**src/rtl/rast_pkg.sv**
```systemverilog
// rtl/rast_pkg.sv - shared triangle record, framebuffer geometry and sequencer state type
package rast_pkg;

  localparam int FB_W      = 320;
  localparam int FB_H      = 240;
  localparam int FB_PIXELS = FB_W * FB_H;
  localparam int FB_ADDR_W = 17;

  localparam logic [7:0] Z_FAR = 8'hFF;

  // 6 x s16 screen coords + 3 x u8 depth + 6 x 32b texture coords = 312 bits
  typedef struct packed {
    logic signed [15:0] x0;
    logic signed [15:0] y0;
    logic signed [15:0] x1;
    logic signed [15:0] y1;
    logic signed [15:0] x2;
    logic signed [15:0] y2;
    logic [7:0]         z0;
    logic [7:0]         z1;
    logic [7:0]         z2;
    logic [31:0]        u0;
    logic [31:0]        v0;
    logic [31:0]        u1;
    logic [31:0]        v1;
    logic [31:0]        u2;
    logic [31:0]        v2;
  } tri_t;

  localparam int TRI_W = $bits(tri_t);

  typedef enum logic [2:0] {
    IDLE,
    CLEAR,
    RUN,
    ISSUE,
    WAIT_ACK,
    WAIT_DONE,
    DONE
  } seq_state_t;

endpackage

```
**src/rtl/tri_fifo.sv**
```systemverilog
// rtl/tri_fifo.sv - synchronous show-ahead queue, power-of-two depth
module tri_fifo #(
  parameter int DEPTH = 4,
  parameter int WIDTH = 312
) (
  input  logic             clk,
  input  logic             rst,
  input  logic             push,
  input  logic [WIDTH-1:0] push_data,
  input  logic             pop,
  output logic [WIDTH-1:0] head,
  output logic             full,
  output logic             empty
);

  localparam int PTR_W = $clog2(DEPTH);

  logic [WIDTH-1:0] mem [DEPTH];
  logic [PTR_W-1:0] wr_ptr;
  logic [PTR_W-1:0] rd_ptr;
  logic [PTR_W:0]   count;
  logic             do_push;
  logic             do_pop;

  assign full    = (count == (PTR_W + 1)'(DEPTH));
  assign empty   = (count == '0);
  assign do_push = push && !full;
  assign do_pop  = pop && !empty;
  assign head    = mem[rd_ptr];

  // Storage array; contents are don't-care until written, so no reset.
  always_ff @(posedge clk) begin
    if (do_push) begin
      mem[wr_ptr] <= push_data;
    end
  end

  // Pointers wrap naturally because depth is a power of two.
  always_ff @(posedge clk) begin
    if (rst) begin
      wr_ptr <= '0;
      rd_ptr <= '0;
      count  <= '0;
    end else begin
      if (do_push) begin
        wr_ptr <= wr_ptr + 1'b1;
      end
      if (do_pop) begin
        rd_ptr <= rd_ptr + 1'b1;
      end
      case ({do_push, do_pop})
        2'b10:   count <= count + 1'b1;
        2'b01:   count <= count - 1'b1;
        default: count <= count;
      endcase
    end
  end

endmodule

```
**src/rtl/frame_sequencer.sv**
```systemverilog
// rtl/frame_sequencer.sv - clears frame/Z buffers then dispatches queued triangles; FRAME_SEQ_STATS_EN enables frame statistics
module frame_sequencer
  import rast_pkg::*;
#(
  parameter int          TRI_FIFO_DEPTH = 4,
  parameter logic [11:0] CLEAR_COLOR    = 12'h000
) (
  input  logic                 i_clk,
  input  logic                 i_rst,
  input  logic                 i_frame_start,
  input  logic                 i_frame_end,
  output logic                 o_frame_done,
  input  logic                 i_tri_valid,
  output logic                 o_tri_ready,
  input  tri_t                 i_tri,
  output logic                 o_rast_valid,
  input  logic                 i_rast_busy,
  output tri_t                 o_rast_tri,
  input  logic [FB_ADDR_W-1:0] i_rast_fb_addr,
  input  logic                 i_rast_fb_we,
  input  logic [11:0]          i_rast_fb_pixel,
  input  logic [FB_ADDR_W-1:0] i_rast_zb_addr,
  input  logic                 i_rast_zb_we,
  input  logic [7:0]           i_rast_zb_data,
  output logic [FB_ADDR_W-1:0] o_fb_addr,
  output logic                 o_fb_we,
  output logic [11:0]          o_fb_pixel,
  output logic [FB_ADDR_W-1:0] o_zb_addr,
  output logic                 o_zb_we,
  output logic [7:0]           o_zb_data,
  output logic [15:0]          o_tri_count,
  output logic [31:0]          o_frame_cycles
);

  localparam logic [FB_ADDR_W-1:0] CLR_LAST = FB_ADDR_W'(FB_PIXELS - 1);

  seq_state_t           state;
  logic [FB_ADDR_W-1:0] clr_addr;
  logic                 end_flag;
  logic                 fifo_full;
  logic                 fifo_empty;
  logic                 push;
  logic                 pop;
  logic                 clear_mode;
  tri_t                 fifo_head;

  // Ready reflects the pre-pop full flag so a same-cycle pop never admits an extra push.
  assign o_tri_ready = !fifo_full && !i_rst;
  assign push        = i_tri_valid && o_tri_ready;
  assign pop         = (state == WAIT_DONE) && !i_rast_busy;
  assign o_rast_tri  = fifo_head;

  // Reset drops straight into pass-through so the rasterizer owns memory immediately.
  assign clear_mode  = (state == CLEAR) && !i_rst;

  assign o_fb_addr   = clear_mode ? clr_addr    : i_rast_fb_addr;
  assign o_fb_we     = clear_mode ? 1'b1        : i_rast_fb_we;
  assign o_fb_pixel  = clear_mode ? CLEAR_COLOR : i_rast_fb_pixel;
  assign o_zb_addr   = clear_mode ? clr_addr    : i_rast_zb_addr;
  assign o_zb_we     = clear_mode ? 1'b1        : i_rast_zb_we;
  assign o_zb_data   = clear_mode ? Z_FAR       : i_rast_zb_data;

  tri_fifo #(
    .DEPTH (TRI_FIFO_DEPTH),
    .WIDTH (TRI_W)
  ) u_tri_fifo (
    .clk       (i_clk),
    .rst       (i_rst),
    .push      (push),
    .push_data (i_tri),
    .pop       (pop),
    .head      (fifo_head),
    .full      (fifo_full),
    .empty     (fifo_empty)
  );

  // Frame control FSM: clear sweep, then one-at-a-time dispatch until end flag and drained queue.
  always_ff @(posedge i_clk) begin
    if (i_rst) begin
      state        <= IDLE;
      clr_addr     <= '0;
      end_flag     <= 1'b0;
      o_rast_valid <= 1'b0;
      o_frame_done <= 1'b0;
    end else begin
      o_rast_valid <= 1'b0;
      o_frame_done <= 1'b0;
      if (i_frame_end && (state != IDLE)) begin
        end_flag <= 1'b1;
      end
      case (state)
        IDLE: begin
          if (i_frame_start) begin
            state    <= CLEAR;
            clr_addr <= '0;
            if (i_frame_end) begin
              end_flag <= 1'b1;
            end
          end
        end
        CLEAR: begin
          if (clr_addr == CLR_LAST) begin
            state    <= RUN;
            clr_addr <= '0;
          end else begin
            clr_addr <= clr_addr + 1'b1;
          end
        end
        RUN: begin
          if (!fifo_empty && !i_rast_busy) begin
            state        <= ISSUE;
            o_rast_valid <= 1'b1;
          end else if (end_flag && fifo_empty && !i_rast_busy) begin
            state        <= DONE;
            o_frame_done <= 1'b1;
          end
        end
        ISSUE: begin
          state <= WAIT_ACK;
        end
        WAIT_ACK: begin
          if (i_rast_busy) begin
            state <= WAIT_DONE;
          end
        end
        WAIT_DONE: begin
          if (!i_rast_busy) begin
            state <= RUN;
          end
        end
        DONE: begin
          end_flag <= 1'b0;
          state    <= IDLE;
        end
        default: begin
          state <= IDLE;
        end
      endcase
    end
  end

`ifdef FRAME_SEQ_STATS_EN
  logic [15:0] tri_count;
  logic [31:0] frame_cycles;

  // Saturating frame statistics; cleared by an accepted frame start, frozen once back in IDLE.
  always_ff @(posedge i_clk) begin
    if (i_rst) begin
      tri_count    <= '0;
      frame_cycles <= '0;
    end else if ((state == IDLE) && i_frame_start) begin
      tri_count    <= '0;
      frame_cycles <= '0;
    end else begin
      if ((state != IDLE) && (frame_cycles != '1)) begin
        frame_cycles <= frame_cycles + 1'b1;
      end
      if ((state == ISSUE) && (tri_count != '1)) begin
        tri_count <= tri_count + 1'b1;
      end
    end
  end

  assign o_tri_count    = tri_count;
  assign o_frame_cycles = frame_cycles;
`else
  assign o_tri_count    = '0;
  assign o_frame_cycles = '0;
`endif

endmodule

```
**config.mk**
```make
export PLATFORM = sky130hd
export DESIGN_NAME = frame_sequencer
export DESIGN_NICKNAME = d
export VERILOG_FILES = /design/src/rtl/rast_pkg.sv /design/src/rtl/tri_fifo.sv /design/src/rtl/frame_sequencer.sv
export SDC_FILE = /design/constraint.sdc
export NUM_CORES = 1
export LEC_CHECK = 0
export ABC_AREA = 1
export BUFFER_PORTS_ARGS = -buffer_cell sky130_fd_sc_hd__buf_2
export CORE_MARGIN = 1
export CORE_UTILIZATION = 35
export CTS_CLUSTER_SIZE = 25
export DETAILED_ROUTE_END_ITERATION = 10
export GPL_ROUTABILITY_DRIVEN = 1
export GPL_TIMING_DRIVEN = 0
export SYNTH_ARGS = -nofsm -noshare
export SYNTH_HDL_FRONTEND = slang
export SYNTH_HIERARCHICAL = 1
export SYNTH_SLANG_ARGS = --single-unit
```
**constraint.sdc**
```tcl
create_clock -name i_clk -period 21.3 [get_ports i_clk]
set_input_delay 2.13 -clock i_clk [delete_from_list [all_inputs] [get_ports i_clk]]
set_output_delay 2.13 -clock i_clk [all_outputs]
set_load 0.02 [all_outputs]
```
**Word-level counts from Yosys, hierarchy flattened**

Memories as Yosys holds them, arrays and structs flattened. A register that Yosys moved wholly into a read port is not among the register bits.
Cells that the tools add are included.

- Bits in registers: 30
- Memory bits (writable): 1248
- Bits of input ports: 374
- Output and inout bits: 419
- Word-level logic and storage cells: 80
- Memories: 1

Memory list:

| memory | words | width | rd ports | clocked after Yosys merged registers in | write ports | line | source |
|---|---|---|---|---|---|---|---|
| u_tri_fifo.mem | 4 | 312 | 1 | 1 | 1 | tri_fifo.sv:18 | `logic [WIDTH-1:0] mem [DEPTH];` |

- $add $sub $neg: 5
- Eq/ne operators: 15
- Mux-type cells: 27
- Bitwise logic cells: 1
- Reductions and logical operators: 23

Operators with widths:

| operator | number |
|---|---|
| $mux W17 | 4 |
| $pmux W17 S2 | 1 |
| $mux W3 | 6 |
| $pmux W3 S6 | 1 |
| $add A17 B1 Y17 const B | 1 |
| $eq A17 B17 Y1 const B | 1 |
| $eq A3 B3 Y1 const B | 4 |
| $mux W12 | 1 |
| $logic_and A1 B1 Y1 | 10 |
| $mux W1 | 9 |
| $mux W8 | 1 |
| $eq A3 B2 Y1 const B | 2 |
| $logic_not A3 Y1 | 2 |
| $ne A2 B2 Y1 const B | 3 |
| $pmux W3 S2 | 1 |
| $reduce_and A5 Y1 | 1 |
| $add A2 B1 Y2 const B | 2 |
| $logic_not A1 Y1 | 4 |
| $mux W2 | 2 |
| $reduce_bool A2 Y1 | 2 |
| $add A3 B1 Y3 const B | 1 |
| $eq A3 B1 Y1 const B | 1 |
| $ne A3 B3 Y1 const B | 1 |
| $reduce_bool A3 Y1 | 1 |
| 9 further kinds | 9 |

**Longest topological paths before layout**

- Word-level depth: 7
- Depth in mapped cells: 14
- Mapped depth without buffers: 14

**By module**

Netlist, hierarchy kept.

Modules (own cells, without submodules):

| module | instances | cells an instance | area each (um^2) | sequential area each (um^2) |
|---|---|---|---|---|
| tri_fifo | 1 | 3087 | 46314.4 | 37656.1 |
| frame_sequencer | 1 | 380 | 2250.9 | 460.4 |

**Worst setup path before layout**

Ideal clock, no wire load.

- Path type: input port to flip-flop
- Start point: in i_rst
- End point: mem u_tri_fifo.mem[0][0] (enable)
- Library setup time: 0.993 ns
- Arrival time: 15.555 ns
- Data required time: 20.307 ns
- Path slack: 4.751 ns
- Stages: 3
- Buffers on the path: 0
- Cells stage by stage: nor3b_1 > nand2_1 > nor2_1

- Cells in the longest elaborated chain, start to end: 6

RTL lines:

| what | line | source |
|---|---|---|
| start, declared | frame_sequencer.sv:9 | `input logic i_rst,` |
| $logic_not A1 Y1 | frame_sequencer.sv:48 | `assign o_tri_ready = !fifo_full && !i_rst;` |
| $logic_and A1 B1 Y1 | frame_sequencer.sv:48 |  |
| $logic_and A1 B1 Y1 | frame_sequencer.sv:49 | `assign push = i_tri_valid && o_tri_ready;` |
| $logic_and A1 B1 Y1 | tri_fifo.sv:27 | `assign do_push = push && !full;` |
| $mux W1 | tri_fifo.sv:33 | `if (do_push) begin` |
| $mux W1 (not written as such) | tri_fifo.sv:34 | `mem[wr_ptr] <= push_data;` |
| end, declared | tri_fifo.sv:18 |  |

No other way between the ends.

==> results.cfg <==
[cts]
hold_buffers = 0
cts_buffers = 137
h-tree-depth = 4
cts_num_sinks = 1280
cts_resized = 0
insertion_delay_ns = 0.78
cts-root-buf = clkbuf_16
path_clk_slew_ns = 0.06
clk_path_buf_depth = 3
tritoncts = done
postCtsSetupBuffers = 0

[sta]
rsz0062_at_grt = false
clock-skew-final_ns = 0.04281
holdWs_ns = 0.4776
finalCriticalPeriod_ns = 5.874
slew_headroom = 0.02347
worst_pin_slew_ns = 1.465
hold_viol_final = 0
setup-violations-final = 0
setup_ws_ns = 15.43
report.final.slew_viol_count = 0
post-route-period-util = 0.2758
fmax_mhz = 170.2

[grt]
grt_pass1_vias = 30840
grt_util_all_layers = 0.2042
grt_antenna_before_repair = 68
gr-total-overflow = 0
grt_max_degree = 29
grt_pass1_wl_mm = 209.4

[synthesis]
synth_area_leaders = edfxtp_1, o21ai_0, nor2_1
synth-seq-cells = 1280
synth_enable_flop_cells = 1248
yosysWarningCount = 6
ys_types = 32
synth.most_common_cell = edfxtp_1
async_reset_ff_frac = 0
synth_top_area_cell = edfxtp_1
synth_top_cell_area_share = 0.7717
synth_ff_type = edfxtp_1
yosysSeqAreaShare = 0.7849
syn_avg_cell_area_um2 = 14.01
synth_area_mm2 = 0.04857
syn_inst = 3467
synth_common_cells = edfxtp_1, nor2_1, o21ai_0

[die]
coreArea_mm2 = 0.1375
die_area_mm2 = 0.1403
dieWidth_um = 374.5
initial_core_util = 0.3532
core.rowCount = 136
num_io_pins = 793
fp.dieH_um = 374.5

[route]
routedLengthMet1_mm = 56.80
topRoutingLayerUsed = met5
vias = 31950
met3_length_mm = 14.26
drc = 0
drt_wl_total_mm = 147.7
ant_nets = 0
first_iter_violations = 2379
vias_per_cell = 5.013
routed-wl-met2_mm = 71.40
wl_per_cell_um = 23.17
drt_pass1_iterations = 5

[worst_setup_path]
critical_path.top_delay_family = buffers and inverters
endpoint_kind = primary output
crit_arrival_ns = 3.74
crit_top_cell = clkbuf_1
crit_chain = clkbuf_1 > clkbuf_1 > o21ai_0 > o22ai_1 > buf_2
critical_path_required_ns = 19.17
endpoint = o_rast_tri[278]
rrSetupSlack_ns = 17.28
reg2regPathDepth = 13
crit_type = reg2out
crit_buf_inv = 3
crit_slowest_cell = clkbuf_1
cp_num_cells = 5
cp_slowest_stage_delay_ns = 1.11
start_kind = flop
worstPathMaxFanout = 10
r2r_end = u_tri_fifo/mem[2][308]$_DFFE_PP_
r2r-start = u_tri_fifo/count[1]$_SDFFE_PP0P_

[run_status]
status = finished clean

[power]
p_leak_nw = 21.52
p_total_mw = 5.504
ir_drop_v = 0.00007455
p_per_area_mw_per_mm2 = 91.33

[place]
numPortBuffers = 744
dp_hpwl_mm = 101.1
pre_cts_slack_ns = 15.46
post-place-cells = 6106
gp_congestion = 0.8221

[final_layout]
n_fill_cell = 12510
syn2layout_area_growth_pct = 24.08
fin_cells = 6373
final_layout_size_suffix_gt1_frac = 0.2499
fin_nets = 4832

[min_path]
hold_class = reg2reg

[run]
drv_cap = 0
==> registers in the layout, summed over array words and instances (netlist names), named ones only <==
register           flops
o_rast_valid           1
u_tri_fifo/rd_ptr      2
u_tri_fifo/count       3
u_tri_fifo/wr_ptr      2
end_flag               1
clr_addr              17
u_tri_fifo/mem      1248
state                  3
o_frame_done           1
==> through the flow <==
stage	cell area, µm²	util	TNS [ns]
floorplan	48740	-	0
global placement	54710	0.3979	-8591.03
global route	60240	0.4381	0
CTS	60200	0.4378	0
finish	60260	0.4383	0
detailed placement	55900	0.4066	0
==> worst min-delay path by stage <==
stage                                         end  cells past startpoint                 from  slack, ns
final                     o_frame_done$_SDFF_PP0_                      2  end_flag$_SDFF_PP0_       0.48
after global routing      o_frame_done$_SDFF_PP0_                      2  end_flag$_SDFF_PP0_       0.52
after CTS                 o_frame_done$_SDFF_PP0_                      2  end_flag$_SDFF_PP0_       0.48
after detailed placement  o_frame_done$_SDFF_PP0_                      2  end_flag$_SDFF_PP0_       0.47
after global placement    o_frame_done$_SDFF_PP0_                      2  end_flag$_SDFF_PP0_       0.47
after floorplan           o_frame_done$_SDFF_PP0_                      2  end_flag$_SDFF_PP0_       0.45
==> cell type report <==
| cell class | instances | area (µm²) | area share |
|---|---|---|---|
| Sequential cell | 1280 | 38120 | 0.6325 |
| Multi-Input combinational cell | 1911 | 9084 | 0.1507 |
| Timing Repair Buffer | 798 | 4880 | 0.08098 |
| Clock buffer | 169 | 3633 | 0.06030 |
| Tap cell | 1794 | 2245 | 0.03725 |
| Buffer | 265 | 1355 | 0.02249 |
| Clock inverter | 73 | 666.9 | 0.01107 |
| Inverter | 58 | 217.7 | 0.003613 |
| Antenna cell | 25 | 62.56 | 0.001038 |
==> per-layer routing <==
layer,up-vias,global-route usage
met5,-,0
met4,66,0.07570
met3,303,0.07773
met2,1206,0.3317
met1,15550,0.2458
li1,14830,-
==> layout by cell type, fill, tap and decap left out, types with 5 or more instances in the layout <==
cell       count
nand4_1        5
buf_6         12
or2_2         10
a21oi_1       19
nor2_1       665
nand2_1      158
nand3_1       18
diode_2       25
bufinv_16      7
ha_1           6
o21ai_0      533
conb_1        48
nor2_4         9
dfxtp_1       32
clkinv_4       5
buf_12        44
buf_2        794
clkinv_1      32
inv_1         51
inv_2          7
buf_16        10
clkbuf_16    141
clkbuf_1     172
edfxtp_1    1248
nand2_2        5
buf_4         55
clkinv_2      16
o21ai_1      100
o22ai_1      313
xor2_1         6
==> power breakdown <==
group	total (mW)	internal (mW)	switching (mW)
Clock	2.28	1.30	0.974
Sequential	2.83	2.82	0.0132
Combinational	0.393	0.122	0.271
Total	5.50	4.25	1.26
==> logic make-up after synthesis <==
group           synth area share
simple gates             0.07167
xor+xnor                0.001082
flops                     0.7849
buf+inv                  0.03236
other cells           0.00007722
fa+ha+maj               0.001958
compound gates            0.1080
==> worst register-to-register path, stage by stage, from the launching register on <==
cell	delay, ns
dfxtp_1	0.36
nor2_1	0.08
nand2_1	0.11
inv_1	0.07
nor3b_1	0.30
nand2_1	0.37
nor2_4	0.79
buf_16	0.25
buf_12	0.23
buf_12	0.25
buf_12	0.25
buf_16	0.21
buf_12	0.22
buf_12	0.24
Note: power is estimated with default switching activity, not from simulation.
